--- src/rtl/ls_dispatch_queue.sv ---
// In-order LS buffer RAS->dcache: 1-cycle min latency; loads issue at head, stores wait for ROB retire tag.
// Backpressure: ras_ready drops when full; head payload/alloc hold stable while dc_ready=0; resteer flushes all.
module ls_dispatch_queue #(
  parameter int DEPTH        = 8,
  parameter int OOO_TAG_SIZE = 10
) (
  input  logic                         clk,
  input  logic                         rst,
  input  logic                         ras_valid,
  input  logic [31:0]                  ras_addr,
  input  logic [31:0]                  ras_data,
  input  logic [1:0]                   ras_size,
  input  logic                         ras_is_st,
  input  logic [OOO_TAG_SIZE-1:0]      ras_ooo_tag,
  output logic                         ras_ready,
  output logic                         ls_unit_alloc,
  output logic [31:0]                  addr_in,
  output logic [31:0]                  data_in,
  output logic [1:0]                   size_in,
  output logic                         is_st_in,
  output logic [OOO_TAG_SIZE-1:0]      ooo_tag_in,
  input  logic                         dc_ready,
  input  logic [OOO_TAG_SIZE-1:0]      rob_ret_tag_in,
  input  logic                         rob_valid,
  input  logic                         rob_resteer,
  output logic [$clog2(DEPTH+1)-1:0]   lsq_count
);

  localparam int PTR_W = $clog2(DEPTH);
  localparam int CNT_W = $clog2(DEPTH+1);

  typedef struct packed {
    logic [31:0]             addr;
    logic [31:0]             data;
    logic [1:0]              size;
    logic                    is_st;
    logic [OOO_TAG_SIZE-1:0] tag;
  } entry_t;

  typedef enum logic [1:0] {
    EMPTY    = 2'd0,
    LD_ISSUE = 2'd1,
    ST_WAIT  = 2'd2,
    ST_ISSUE = 2'd3
  } head_state_e;

  entry_t              mem_q [DEPTH];
  logic [PTR_W-1:0]    rd_ptr_q, rd_ptr_d;
  logic [PTR_W-1:0]    wr_ptr_q, wr_ptr_d;
  logic [CNT_W-1:0]    count_q, count_d;
  head_state_e         state_q, state_d;

  entry_t              new_entry;
  entry_t              head;
  entry_t              next_head;
  logic                full;
  logic                push;
  logic                pop;
  logic                alloc;

  assign new_entry = '{addr:  ras_addr,
                       data:  ras_data,
                       size:  ras_size,
                       is_st: ras_is_st,
                       tag:   ras_ooo_tag};

  assign head      = mem_q[rd_ptr_q];
  assign full      = (count_q == CNT_W'(DEPTH));
  assign ras_ready = !full;
  assign push      = ras_valid & !full & !rob_resteer;
  assign alloc     = ((state_q == LD_ISSUE) || (state_q == ST_ISSUE)) & !rob_resteer;
  assign pop       = alloc & dc_ready;

  assign ls_unit_alloc = alloc;
  assign lsq_count     = count_q;

  always_comb begin
    addr_in    = '0;
    data_in    = '0;
    size_in    = '0;
    is_st_in   = 1'b0;
    ooo_tag_in = '0;
    if (state_q != EMPTY) begin
      addr_in    = head.addr;
      data_in    = head.data;
      size_in    = head.size;
      is_st_in   = head.is_st;
      ooo_tag_in = head.tag;
    end
  end

  always_comb begin
    rd_ptr_d = rd_ptr_q;
    wr_ptr_d = wr_ptr_q;
    count_d  = count_q;
    if (rob_resteer) begin
      rd_ptr_d = '0;
      wr_ptr_d = '0;
      count_d  = '0;
    end else begin
      if (pop)  rd_ptr_d = rd_ptr_q + PTR_W'(1);
      if (push) wr_ptr_d = wr_ptr_q + PTR_W'(1);
      case ({push, pop})
        2'b10:   count_d = count_q + CNT_W'(1);
        2'b01:   count_d = count_q - CNT_W'(1);
        default: count_d = count_q;
      endcase
    end
  end

  // The new head may be the entry being written this very edge (push into an
  // empty queue, or push+pop at occupancy 1), so bypass it from the RAS inputs.
  always_comb begin
    state_d   = state_q;
    next_head = mem_q[rd_ptr_d];
    if (push && (wr_ptr_q == rd_ptr_d)) begin
      next_head = new_entry;
    end
    if (rob_resteer || (count_d == '0)) begin
      state_d = EMPTY;
    end else if (pop || (state_q == EMPTY)) begin
      state_d = next_head.is_st ? ST_WAIT : LD_ISSUE;
    end else if ((state_q == ST_WAIT) && rob_valid && (rob_ret_tag_in == head.tag)) begin
      state_d = ST_ISSUE;
    end
  end

  always_ff @(posedge clk or negedge rst) begin
    if (!rst) begin
      rd_ptr_q <= '0;
      wr_ptr_q <= '0;
      count_q  <= '0;
      state_q  <= EMPTY;
    end else begin
      rd_ptr_q <= rd_ptr_d;
      wr_ptr_q <= wr_ptr_d;
      count_q  <= count_d;
      state_q  <= state_d;
    end
  end

  // Payload storage needs no reset: outputs are masked while the head is EMPTY.
  always_ff @(posedge clk) begin
    if (push) begin
      mem_q[wr_ptr_q] <= new_entry;
    end
  end

  a_count_bound: assert property (@(posedge clk) disable iff (!rst)
    count_q <= CNT_W'(DEPTH));
  a_alloc_nonempty: assert property (@(posedge clk) disable iff (!rst)
    ls_unit_alloc |-> (count_q != '0));
  a_empty_state: assert property (@(posedge clk) disable iff (!rst)
    (count_q == '0) == (state_q == EMPTY));

endmodule
--- config.mk ---
export PLATFORM = sky130hd
export DESIGN_NAME = ls_dispatch_queue
export DESIGN_NICKNAME = d
export VERILOG_FILES = /design/src/rtl/ls_dispatch_queue.sv
export SDC_FILE = /design/constraint.sdc
export NUM_CORES = 1
export LEC_CHECK = 0
export ABC_AREA = 1
export BUFFER_PORTS_ARGS = -buffer_cell sky130_fd_sc_hd__buf_2
export CORE_UTILIZATION = 30
export DETAILED_ROUTE_END_ITERATION = 7
export PLACE_DENSITY_LB_ADDON = 0.2
export SYNTH_ARGS = -nofsm -noshare
export SYNTH_HDL_FRONTEND = slang
export SYNTH_SLANG_ARGS = --single-unit
--- constraint.sdc ---
create_clock -name clk -period 5 [get_ports clk]
set_input_delay 0.75 -clock clk [delete_from_list [all_inputs] [get_ports clk]]
set_output_delay 0.75 -clock clk [all_outputs]
set_load 0.03 [all_outputs]
# After elaboration in Yosys (flattened, before gate mapping)
# Memories as Yosys holds them, arrays and structs flattened.
# Index checks and enable logic that the tools add are counted.
# totals
output_inout_bits,83
latchBits,0
mem_bits_rw,616
romBits,0
regBits,12
n_memories,1
wordCells,52
# memory_table
name,depth,word_bits,read_ports,rd_clocked_by_memory_dff,write_ports,line,text
mem_q,8,77,2,0,1,47,entry_t mem_q [DEPTH];
# classes
reduce_logical,13
bitwise,4
n_eq_ne,8
mux,18
magnitude_cmp,0
n_addsub,4
n_shift,0
mul,0
n_div,0
# op_table
operator,count
32-bit 2-to-1 mux,2
3-bit 2-to-1 mux,4
11-bit 2-to-1 mux,1
10-bit == test,1
10-bit 2-to-1 mux,1
2-bit 2-to-1 mux,5
4-bit one-hot mux with 2 select lines,1
"3-bit by 1-bit adder with 3-bit output, second input constant",2
"2-bit == test, second input constant",3
"4-bit by 1-bit adder with 4-bit output, second input constant",1
1-bit AND,4
"2-bit by 1-bit == test with 1-bit output, second input constant",2
"4-bit == test, second input constant",1
4-bit logical NOT,1
4-bit 2-to-1 mux,1
2-bit nonzero test,2
"4-bit by 1-bit subtractor with 4-bit output, second input constant",1
3-bit == test,1
1-bit logical AND,3
1-bit logical OR,3
1-bit 2-to-1 mux,3
3-bit nonzero test,1
1-bit logical NOT,2
2-bit logical NOT,1

# Depth between registers and ports, before layout
# Gate-level depths: netlist of the first run.
# logic_depth
depth_word,12
mapped_depth,20
ltp_nobuf,20

# Worst setup path after synthesis of the first run
# Ideal clock, no wire load.
# synth_path
kind,reg-to-reg
start,"register count_q[2], in the netlist lsq_count[2]"
end,memory mem_q[0][0] (netlist name) (enable)
path_stages_with_launch,7
n_path_buf,0
setup_slack_ns,-0.167
setup_time_ns,0.513
arrival_ns,4.654
cell_sequence,dfrtp_1 -> inv_1 -> nand3_1 -> nand2_1 -> nor2_1 -> nand2_1 -> nor2_1
# synth_via
elab_chain_cells,6
# synth_lines
element,line,text
from (decl),50,"logic [CNT_W-1:0] count_q, count_d;"
from (signal assigned),137,count_q <= count_d;
4-bit == test,68,assign full = (count_q == CNT_W'(DEPTH));
1-bit logical NOT,--,
named net ras_ready,15,"output logic ras_ready,"
1-bit AND (2 in a row),70,assign push = ras_valid & !full & !rob_resteer;
1-bit 2-to-1 mux,144,if (push) begin
1-bit 2-to-1 mux (not written as such),145,mem_q[wr_ptr_q] <= new_entry;
to (decl),47,
# The timed path passes the listed nets, and every way through them passes these cells.

# Final worst setup path of the first run
# layout_path
start,register rd_ptr_q[0]
end,output port is_st_in
# layout_via
elab_chain_cells,2
# layout_lines
element,line,text
from (decl),48,"logic [PTR_W-1:0] rd_ptr_q, rd_ptr_d;"
from (signal assigned),135,rd_ptr_q <= rd_ptr_d;
memory read 8 x 77 bit,--,
1-bit 2-to-1 mux,83,if (state_q != EMPTY) begin
to (decl),20,"output logic is_st_in,"
# No other way between the ends.

==> run summary, run 1 <==
Cts bufs inserted = 73
CTS Sinks = 628
EDFF count, synth = 616
Net Count, Synth = 2116
Status = finished, final reports clean
#FFs+latches synth = 628
Initial detailed-routing violation count = 1002
Post-CTS Setup Bufs = 0
Number of global-route vias before repair = 15662
GR Util All Layers = 15.9%
Initial Util = 30.5%
Pleak = 10.3 nW
Peak VDD IR = 0.255 mV
Worst-Skew Late Latency = 600 ps
Die ar. = 0.0851 mm^2
Detailed Route WL = 67.9 mm
H-Tree Depth = 3
Synthesized cell area = 0.0252 mm^2
GPL Wtd Cong = 0.757
Main synth FF type = edfxtp_1
IO Port Bufs = 175
Max Slew Vio Count = 0
Hold WC Path Type = input port to asynchronous set/reset pin
Final setup fails = 0
Post-synth top cells = 616 x edfxtp_1, 468 x nor2_1, 295 x o21ai_0, 129 x nand2_1
Worst setup EP type = output port
Nets = 2274
Number of routed nets with antenna violations = 0
TritonCTS clock tree = done
Core Region = 0.0826 mm^2
CP required = 4250 ps
Dpl ws = 1490 ps
R2r setup slk = 1820 ps
CP startpoint = rd_ptr_q[0]
Final core utilization = 35.7%
Hold WS = 62.2 ps
Reg-to-Reg End = state_q[1]
Most numerous cell in the Yosys netlist = edfxtp_1
I/O pin count = 176
Unrepaired setup endpoints after global routing = no
Slack of the critical path = 914 ps
FFs w/ async S/R, synth = 1.91%
PD cells = 456 mW/mm^2
Cells after DPL = 3171
Layout cell share with drive strength beyond 1 = 15.0%
PostCTS Resize Cnt = 0
Routed WL per cell = 20.6 um
Worst-case clock skew = 14.4 ps
CP arrival = 3340 ps
Max Fanout on Critical Path = 88
Post-CTS Hold Buffers = 0
Vias = 16091
Design Area, Final = 0.0295 mm^2
DR pass1 iterations = 5
Global-route wire length before repair = 102 mm
Setup crit start kind = flop
Die width = 292 um
Final Non-Filler Cells = 3300
Post-synth top area share = 73.4%
Layout area overhead = 17.3%
Vias per inst = 4.88
TNS Setup = 0 ps
Register-to-Register Path Depth = 15
Hold Fails Final Rpt = 0
Slew at the pin closest to its max-slew limit = 1170 ps
Rows = 105
Max cap viols = 0
Cell taking the most area after synthesis = edfxtp_1
Area after DPL = 0.0273 mm^2
Post-DP HPWL = 35.5 mm
Largest net degree at the start of global routing = 126
Clock buffer depth = 3
Synth Instances = 2018
Seq/Total Area, Yosys = 74.6%
Crit path to = is_st_in
Synthesized area per cell = 12.5 um^2
Critical path class = flop to output port
Reg clk slew, reported paths = 60 ps
Total chip power = 13.5 mW
Slew HR = 21.6%
Min Tclk post-route = 4090 ps
Die Y-Extent = 292 um
Crit Reg-Reg Startpoint = rd_ptr_q[0]
Final period util = 81.7%
Clk root buf = clkbuf_16
F_max = 0.245 GHz
Syn. warnings = 0
Initial antenna violation count = 9
Fillers = 7907
DRC viols = 0
Synth top area cells = edfxtp_1 73%, nor2_1 7.0%, o21ai_0 5.9%
Grt total ovfl = 0
Cell variety after synth = 29
[layout by cell type (no fill, tap or decap), types with 3 or more instances in the layout]
master,netlist,layout
bufinv_16,0,4
clkinvlp_4,0,4
a21oi_1,5,5
edfxtp_1,616,616
inv_1,72,71
nand4_1,7,7
dfrtp_1,12,10
ha_1,5,5
clkinv_1,0,8
nand3b_1,5,5
nand2_2,4,4
o21ai_0,295,295
buf_2,27,175
nor2_4,0,8
nand3_1,63,63
inv_4,1,3
nor2_1,468,460
a31oi_1,67,67
clkinv_2,0,8
nand3_2,7,7
nand2_1,129,129
inv_6,0,3
clkbuf_16,0,77
buf_4,19,21
o21ai_1,60,60
buf_12,0,13
clkbuf_1,72,23
o22ai_1,67,67
[flip-flops by register name, indices dropped and copies added (netlist names)]
| register | flops |
|---|---|
| state_q | 2 |
| lsq_count | 4 |
| rd_ptr_q | 3 |
| mem_q | 616 |
| wr_ptr_q | 3 |
[per-layer routing]
layer,vias to the layer above,GRT usage [%],share of wire [%]
met2,360,26.3,48
met4,10,4.20,1.6
met1,8028,21.3,46
met3,84,2.82,4.6
met5,-,0,0.094
li1,7609,-,-
[critical path, stage by stage, from the launching register on]
cell and delay (ps):
dfrtp_4 760, buf_4 850, o21ai_0 220, o22ai_1 180, o21ai_0 90, a31oi_1 330
buf_2 270
[how the worst min path moves through the flow]
stage                          start      endpoint  slack [ps]  depth (start not counted)
after detailed placement  state_q[1]    state_q[1]         530                          2
after CTS                        rst  lsq_count[3]          20                          1
after global placement    state_q[1]    state_q[1]         530                          2
after floorplan                  rst  lsq_count[0]         450                          0
final                            rst  lsq_count[3]          60                          1
after global routing             rst  lsq_count[3]          50                          1
[final cells by class]
type | count | area (um^2) | area share, %
antenna | 2 | 5.00 | 0.0169
tap | 1070 | 1340 | 4.53
inverter | 76 | 300 | 1.02
clock buffer | 100 | 2010 | 6.81
sequential | 628 | 18800 | 63.7
multi-input combinational | 1188 | 5540 | 18.7
timing repair buffer | 209 | 1290 | 4.38
clock inverter | 27 | 246 | 0.834
[kinds of logic after synthesis]
family / share of synthesized area, %
AOI/OAI and AO/OA: 10.5
adders and majority gates: 0.248
xor gates and xnor gates: 0.0695
and+or+nand+nor: 10.9
buffers and inverters: 3.63
DFF: 74.6
[where the power goes]
part	leakage, nW	internal [mW]	switching [mW]	total, mW
clock	1.09	3.02	2.04	5.06
sequential	5.72	5.88	0.0552	5.93
combinational	3.51	0.648	1.83	2.48
Power figures use the tool's default switching activity.
==> run 2, diff against run 1 <==
Clock period 5 ns to 3.8 ns, I/O delays scaled along.
==> run 2 against run 1 <==
Net effect:
- cell count is 0.42% higher
- worst hold slack better by 170 ps
- setup slack worse by 620 ps
- highest routed layer unchanged
- largest power group unchanged
==> run summary, run 2 (synthesis gave the netlist of run 1 again) <==
Detailed Route WL = 66.9 mm (-1.5%)
Dpl ws = 842 ps (-647 ps)
Post-DP HPWL = 36.0 mm (+1.4%)
Worst-Skew Late Latency = 600 ps (about the same)
Global-route wire length before repair = 99.8 mm (-2.1%)
DRC viols = 0 (unchanged)
Max Fanout on Critical Path = 151 (+72%)
Reg clk slew, reported paths = 60 ps (about the same)
Die width = 292 um (unchanged)
Slowest cell on crit path = dfrtp_4
Slew HR = 43.2% (+22 points)
WHS Path Cells = 1
GPL Wtd Cong = 0.795 (+5.1%)
Hold WC Path Type = input port to flop
TritonCTS clock tree = done
Combinational power share = 18.5% (about the same)
GR Util All Layers = 15.5% (-0.33 points)
Routed WL per cell = 20.2 um (-1.9%)
Die ar. = 0.0851 mm^2 (unchanged)
Fillers = 7961 (+0.68%)
Vias = 16102 (+0.068%)
Layout cell share with drive strength beyond 1 = 15.3% (+0.35 points)
Final setup fails = 0 (unchanged)
IO Port Bufs = 175 (unchanged)
Vias per inst = 4.86 (-0.35%)
Slack of the critical path = 298 ps (-616 ps)
Largest stage delay on the critical path = 490 ps (-360 ps)
Peak VDD IR = 0.271 mV (+6.0%)
Number of global-route vias before repair = 15906 (+1.6%)
Clock power share = 38.2% (+0.7 points)
Reg with most FFs = mem_q
CTS Sinks = 628 (unchanged)
Design Area, Final = 0.0298 mm^2 (+0.86%)
DR pass1 iterations = 5 (unchanged)
Min Tclk post-route = 3500 ps
Layout area overhead = 18.3%
F_max = 0.286 GHz
Most common cell after layout, fill and taps aside = edfxtp_1
Largest net degree at the start of global routing = 152 (+21%)
Reg-to-Reg End = state_q[0]
Critical path class = flop to output port
Max reg flops = 616 (unchanged)
Register-to-Register Path Depth = 20 (+5)
I/O pin count = 176 (unchanged)
Multi-input gate area = 0.00554 mm^2 (unchanged)
Pleak = 10.4 nW (+1.2%)
Most frequent cells in the layout = 616 x edfxtp_1, 460 x nor2_1, 295 x o21ai_0
Initial Util = 30.5% (unchanged)
Hold Fails Final Rpt = 0 (unchanged)
Die Y-Extent = 292 um (unchanged)
Top cell by count, worst path = o21ai_0
Clock buffer depth = 3 (unchanged)
Hold path start = ras_addr[23]
Initial antenna violation count = 14 (+5)
Unrepaired setup endpoints after global routing = no
CP arrival = 2930 ps (-410 ps)
R2r setup slk = 940 ps (-880 ps)
PD cells = 603 mW/mm^2 (+32%)
Grt total ovfl = 0 (unchanged)
Worst-case clock skew = 18.3 ps (+3.97 ps)
Clk root buf = clkbuf_16
Flop pwr share = 43.3% (-0.8 points)
Status = finished, final reports clean
Max Slew Vio Count = 0 (unchanged)
Setup crit start kind = flop
Area after DPL = 0.0274 mm^2 (+0.59%)
H-Tree Depth = 3 (unchanged)
Final period util = 92.1%
Number of routed nets with antenna violations = 0 (unchanged)
Core Region = 0.0826 mm^2 (unchanged)
CP required = 3230 ps (-1020 ps)
Slew at the pin closest to its max-slew limit = 851 ps (-321 ps)
Cts bufs inserted = 72 (-1.4%)
Sequential cell area = 0.0188 mm^2 (unchanged)
Rows = 105 (unchanged)
Initial detailed-routing violation count = 967 (-3.5%)
Worst setup EP type = output port
Switching share of total power = 28.7% (-0.42 points)
Crit Reg-Reg Startpoint = lsq_count[0]
Post-CTS Setup Bufs = 0 (unchanged)
CP cell instances = buf_12, o21ai_0, o22ai_1, o21ai_0, a31oi_1, buf_2
Final core utilization = 36.1% (+0.31 points)
Nets = 2284 (+0.44%)
Hold Path End = mem_q[5][68]
Total chip power = 18.0 mW (+33%)
Switching pwr = 5.16 mW (+32%)
Cell Int Power = 12.8 mW (+34%)
Max cap viols = 0 (unchanged)
## run 2: layer usage
layer	share of wire (%)	routed length, um	track usage (%)
met1	46	30500	20.8
met2	48	32000	25.6
met4	2.2	1480	4.99
met5	0.13	89	0
met3	4.2	2830	2.69
## run 2: worst max path at each step
| stage | from | to | slack, ps | cells past startpoint |
|---|---|---|---|---|
| 2_1_floorplan | lsq_count[2] | mem_q[0][0] | -120 | 6 |
| 3_3_place_gp | rob_resteer | state_q[0] | 850 | 18 |
| 3_5_place_dp | rd_ptr_q[2] | data_in[27] | 840 | 5 |
| 4_1_cts | rd_ptr_q[2] | data_in[27] | 190 | 5 |
| 5_1_grt | rd_ptr_q[0] | addr_in[12] | 180 | 7 |
| 6_report | rd_ptr_q[0] | addr_in[6] | 300 | 6 |
## run 2: area by class of cell
cell class              instances  share of cell area [%]
clock buffers                  94                    6.47
diodes                          2                  0.0168
clock inverters                36                    1.40
inverters                      76                   0.999
multi-input cells            1188                    18.6
repair buffers                220                    4.92
flip-flops and latches        628                    63.1
well taps                    1070                    4.49
## run 2: critical path, delay by kind of cell (launching register included)
kind / cells / cell delay [ps]
buf+inv: 2 / 730
flops: 1 / 490
compound gates: 4 / 930
## run 2: what timing repair did
item,4_1_cts,5_1_grt
resized for setup,0,0
hold buffers,1,0
setup endpoints to repair,0,0
hold endpoints to repair,12,0
## run 2: stage by stage
step                      hold WS (ps)  setup TNS [ps]  cells
final                              236               0   3314
after global placement             477               0   3181
after detailed placement           479               0   3181
after floorplan                    274          -71520   2018
after CTS                          188               0   3312
after global routing               207               0   3314
## run 2: power groups by stage
stage                     Sequential (mW)  Clock [mW]  Combinational (mW)
after global routing                 7.79        7.30                3.65
after CTS                            7.79        7.04                3.40
after detailed placement             7.93           0                3.39
after global placement               7.93           0                3.37
final                                7.79        6.86                3.33
after floorplan                      7.93           0                2.13
==> run 3, diff against run 2 <==
--- a/config.mk
+++ b/config.mk
@@ -10,5 +10,5 @@
 export CORE_UTILIZATION = 30
 export DETAILED_ROUTE_END_ITERATION = 7
-export PLACE_DENSITY_LB_ADDON = 0.2
+export PLACE_DENSITY = 0.45
 export SYNTH_ARGS = -nofsm -noshare
 export SYNTH_HDL_FRONTEND = slang
==> constraint.sdc (replaced) <==
create_clock -name clk -period 3.8 [get_ports clk]
set_input_delay 0.57 -clock clk [delete_from_list [all_inputs] [get_ports clk]]
set_output_delay 0.57 -clock clk [all_outputs]
set_load 0.02 [all_outputs]
==> run 3 against run 2 <==
Net effect:
- cell count decreased by 0.21%
- clock skew decreased by 3.3 ps
- sequential power about the same
- non-clock buffer count decreased by 2
- combinational power decreased by 8.1%
- total power decreased by 3.5%
- largest power group unchanged
==> run summary, run 3 (synthesis gave the netlist of run 1 again) <==
Status = finished, final reports clean
DRC viols = 0 (unchanged)
Total chip power = 17.3 mW (-3.5%)
Final Non-Filler Cells = 3307 (-0.21%)
Worst-case clock skew = 15.1 ps (-3.25 ps)
Die width = 292 um (unchanged)
GPL Wtd Cong = 0.780 (-1.9%)
Layout area overhead = 17.7%
Unrepaired setup endpoints after global routing = no
Critical path class = flop to output port
Initial Util = 30.5% (unchanged)
F_max = 0.288 GHz (+0.93%)
Peak VDD IR = 0.255 mV (-5.6%)
Worst-Skew Late Latency = 600 ps (about the same)
Vias = 15951 (-0.94%)
Post-DP HPWL = 33.8 mm (-6.1%)
Nets = 2280 (-0.18%)
Area after DPL = 0.0274 mm^2 (about the same)
Clk root buf = clkbuf_16
Global-route wire length before repair = 99.2 mm (-0.62%)
Slew HR = 39.3% (-3.9 points)
Cts bufs inserted = 70 (-2.8%)
Vias per inst = 4.82 (-0.73%)
CP required = 3230 ps (about the same)
Most common cell after layout, fill and taps aside = edfxtp_1
Final setup fails = 0 (unchanged)
CP cell instances = buf_12, buf_4, o21ai_0, o22ai_1, o21ai_0, a31oi_1, buf_2
IO Port Bufs = 175 (unchanged)
Fillers = 7919 (-0.53%)
Worst setup EP type = output port
Register-to-Register Path Depth = 20 (unchanged)
Detailed Route WL = 66.6 mm (-0.43%)
CTS Sinks = 628 (unchanged)
Max cap viols = 0 (unchanged)
Grt total ovfl = 0 (unchanged)
Top cell by count, worst path = o21ai_0
Largest stage delay on the critical path = 570 ps (+80 ps)
Max Fanout on Critical Path = 74 (-51%)
TritonCTS clock tree = done
Die ar. = 0.0851 mm^2 (unchanged)
Max Slew Vio Count = 0 (unchanged)
Hold WS = 236 ps (-0.0710 ps)
Setup crit start kind = flop
DR pass1 iterations = 5 (unchanged)
CP top delay family = buffers and inverters
Number of global-route vias before repair = 15646 (-1.6%)
Clock buffer depth = 3 (unchanged)
PD cells = 585 mW/mm^2 (-3.0%)
Slew at the pin closest to its max-slew limit = 910 ps (+58.5 ps)
Rows = 105 (unchanged)
Initial antenna violation count = 10 (-4)
Slowest cell on crit path = buf_4
Hold Fails Final Rpt = 0 (unchanged)
Design Area, Final = 0.0296 mm^2 (-0.52%)
Routed WL per cell = 20.1 um (-0.22%)
Cells after DPL = 3179 (-0.063%)
Hold WC Path Type = input port to flop
Largest net degree at the start of global routing = 152 (unchanged)
GR Util All Layers = 15.4% (-0.080 points)
Core Region = 0.0826 mm^2 (unchanged)
CP Depth = 7 (+1)
Final period util = 91.3% (-0.85 points)
Min Tclk post-route = 3470 ps (-32.4 ps)
Die Y-Extent = 292 um (unchanged)
Final core utilization = 35.9% (-0.19 points)
H-Tree Depth = 3 (unchanged)
Layout cell share with drive strength beyond 1 = 15.4% (+0.048 points)
Max reg flops = 616 (unchanged)
Pleak = 10.4 nW (-0.68%)
CP arrival = 2900 ps (-30 ps)
Reg clk slew, reported paths = 60 ps (about the same)
Most frequent cells in the layout = 616 x edfxtp_1, 460 x nor2_1, 295 x o21ai_0
Number of routed nets with antenna violations = 0 (unchanged)
I/O pin count = 176 (unchanged)
PostCTS Resize Cnt = 0 (unchanged)
CP bufs+invs = 3 (+1)
Initial detailed-routing violation count = 965 (-0.21%)
WHS Path Cells = 1 (unchanged)
Reg with most FFs = mem_q
-- run 3: cell count changes in the layout (fill, tap and decap cells not counted) --
cell and delta:
clkbuf_1 -8, clkinv_2 +8, bufinv_16 -5, buf_4 -2
clkbuf_8 +1, clkinv_1 +1, clkinv_4 -1, clkinvlp_4 -1
-- run 3: report_power, final --
| group | internal, mW | switching [mW] | total (mW) |
|---|---|---|---|
| clock | 3.83 | 2.67 | 6.50 |
| sequential | 7.73 | 0.0458 | 7.78 |
| combinational | 0.882 | 2.18 | 3.06 |
-- run 3: stage by stage --
| step | TNS, ps | setup slack (ps) |
|---|---|---|
| final | 0 | 331 |
| after global routing | 0 | 70.0 |
| after CTS | 0 | 268 |
| after detailed placement | 0 | 834 |
| after global placement | 0 | 883 |
| after floorplan | -738460 | -1210 |
-- run 3: cell type report --
class,count,area [um^2],share of cell area [%]
antenna,2,5.00,0.0169
clock buffer,87,1910,6.45
clock inverter,38,295,0.996
inverter,76,298,1.00
multi-input combinational,1188,5540,18.7
sequential,628,18800,63.4
tap,1070,1340,4.52
timing repair buffer,218,1450,4.90
-- run 3: repair_timing --
item	in CTS	in global routing
hold buffers	1	0
endpoints found under the hold margin	12	0
buffers inserted	0	0
setup endpoints to repair	0	0
-- run 3: worst paths after layout --
| check | from | endpoint | slack [ps] |
|---|---|---|---|
| max in group asynchronous | rst | rd_ptr_q[1] | 3110 |
| min | ras_addr[29] | mem_q[4][74] | 240 |
| min reg2reg | state_q[1] | state_q[1] | 560 |
| max | rd_ptr_q[0] | data_in[21] | 330 |
| max reg2reg | lsq_count[0] | state_q[0] | 950 |
| min in group asynchronous | rst | rd_ptr_q[0] | 420 |
-- run 3: per-layer routing --
metal  vias to the layer above  share of wire, %  wire length, um  global-route usage, %
li1                       7606                 -                -                      -
met1                      7907                46            30400                   20.9
met2                       325                47            31600                   25.2
met3                       103               5.0             3340                   2.82
met4                        10               1.8             1200                   4.66
met5                         -              0.10               67                      0
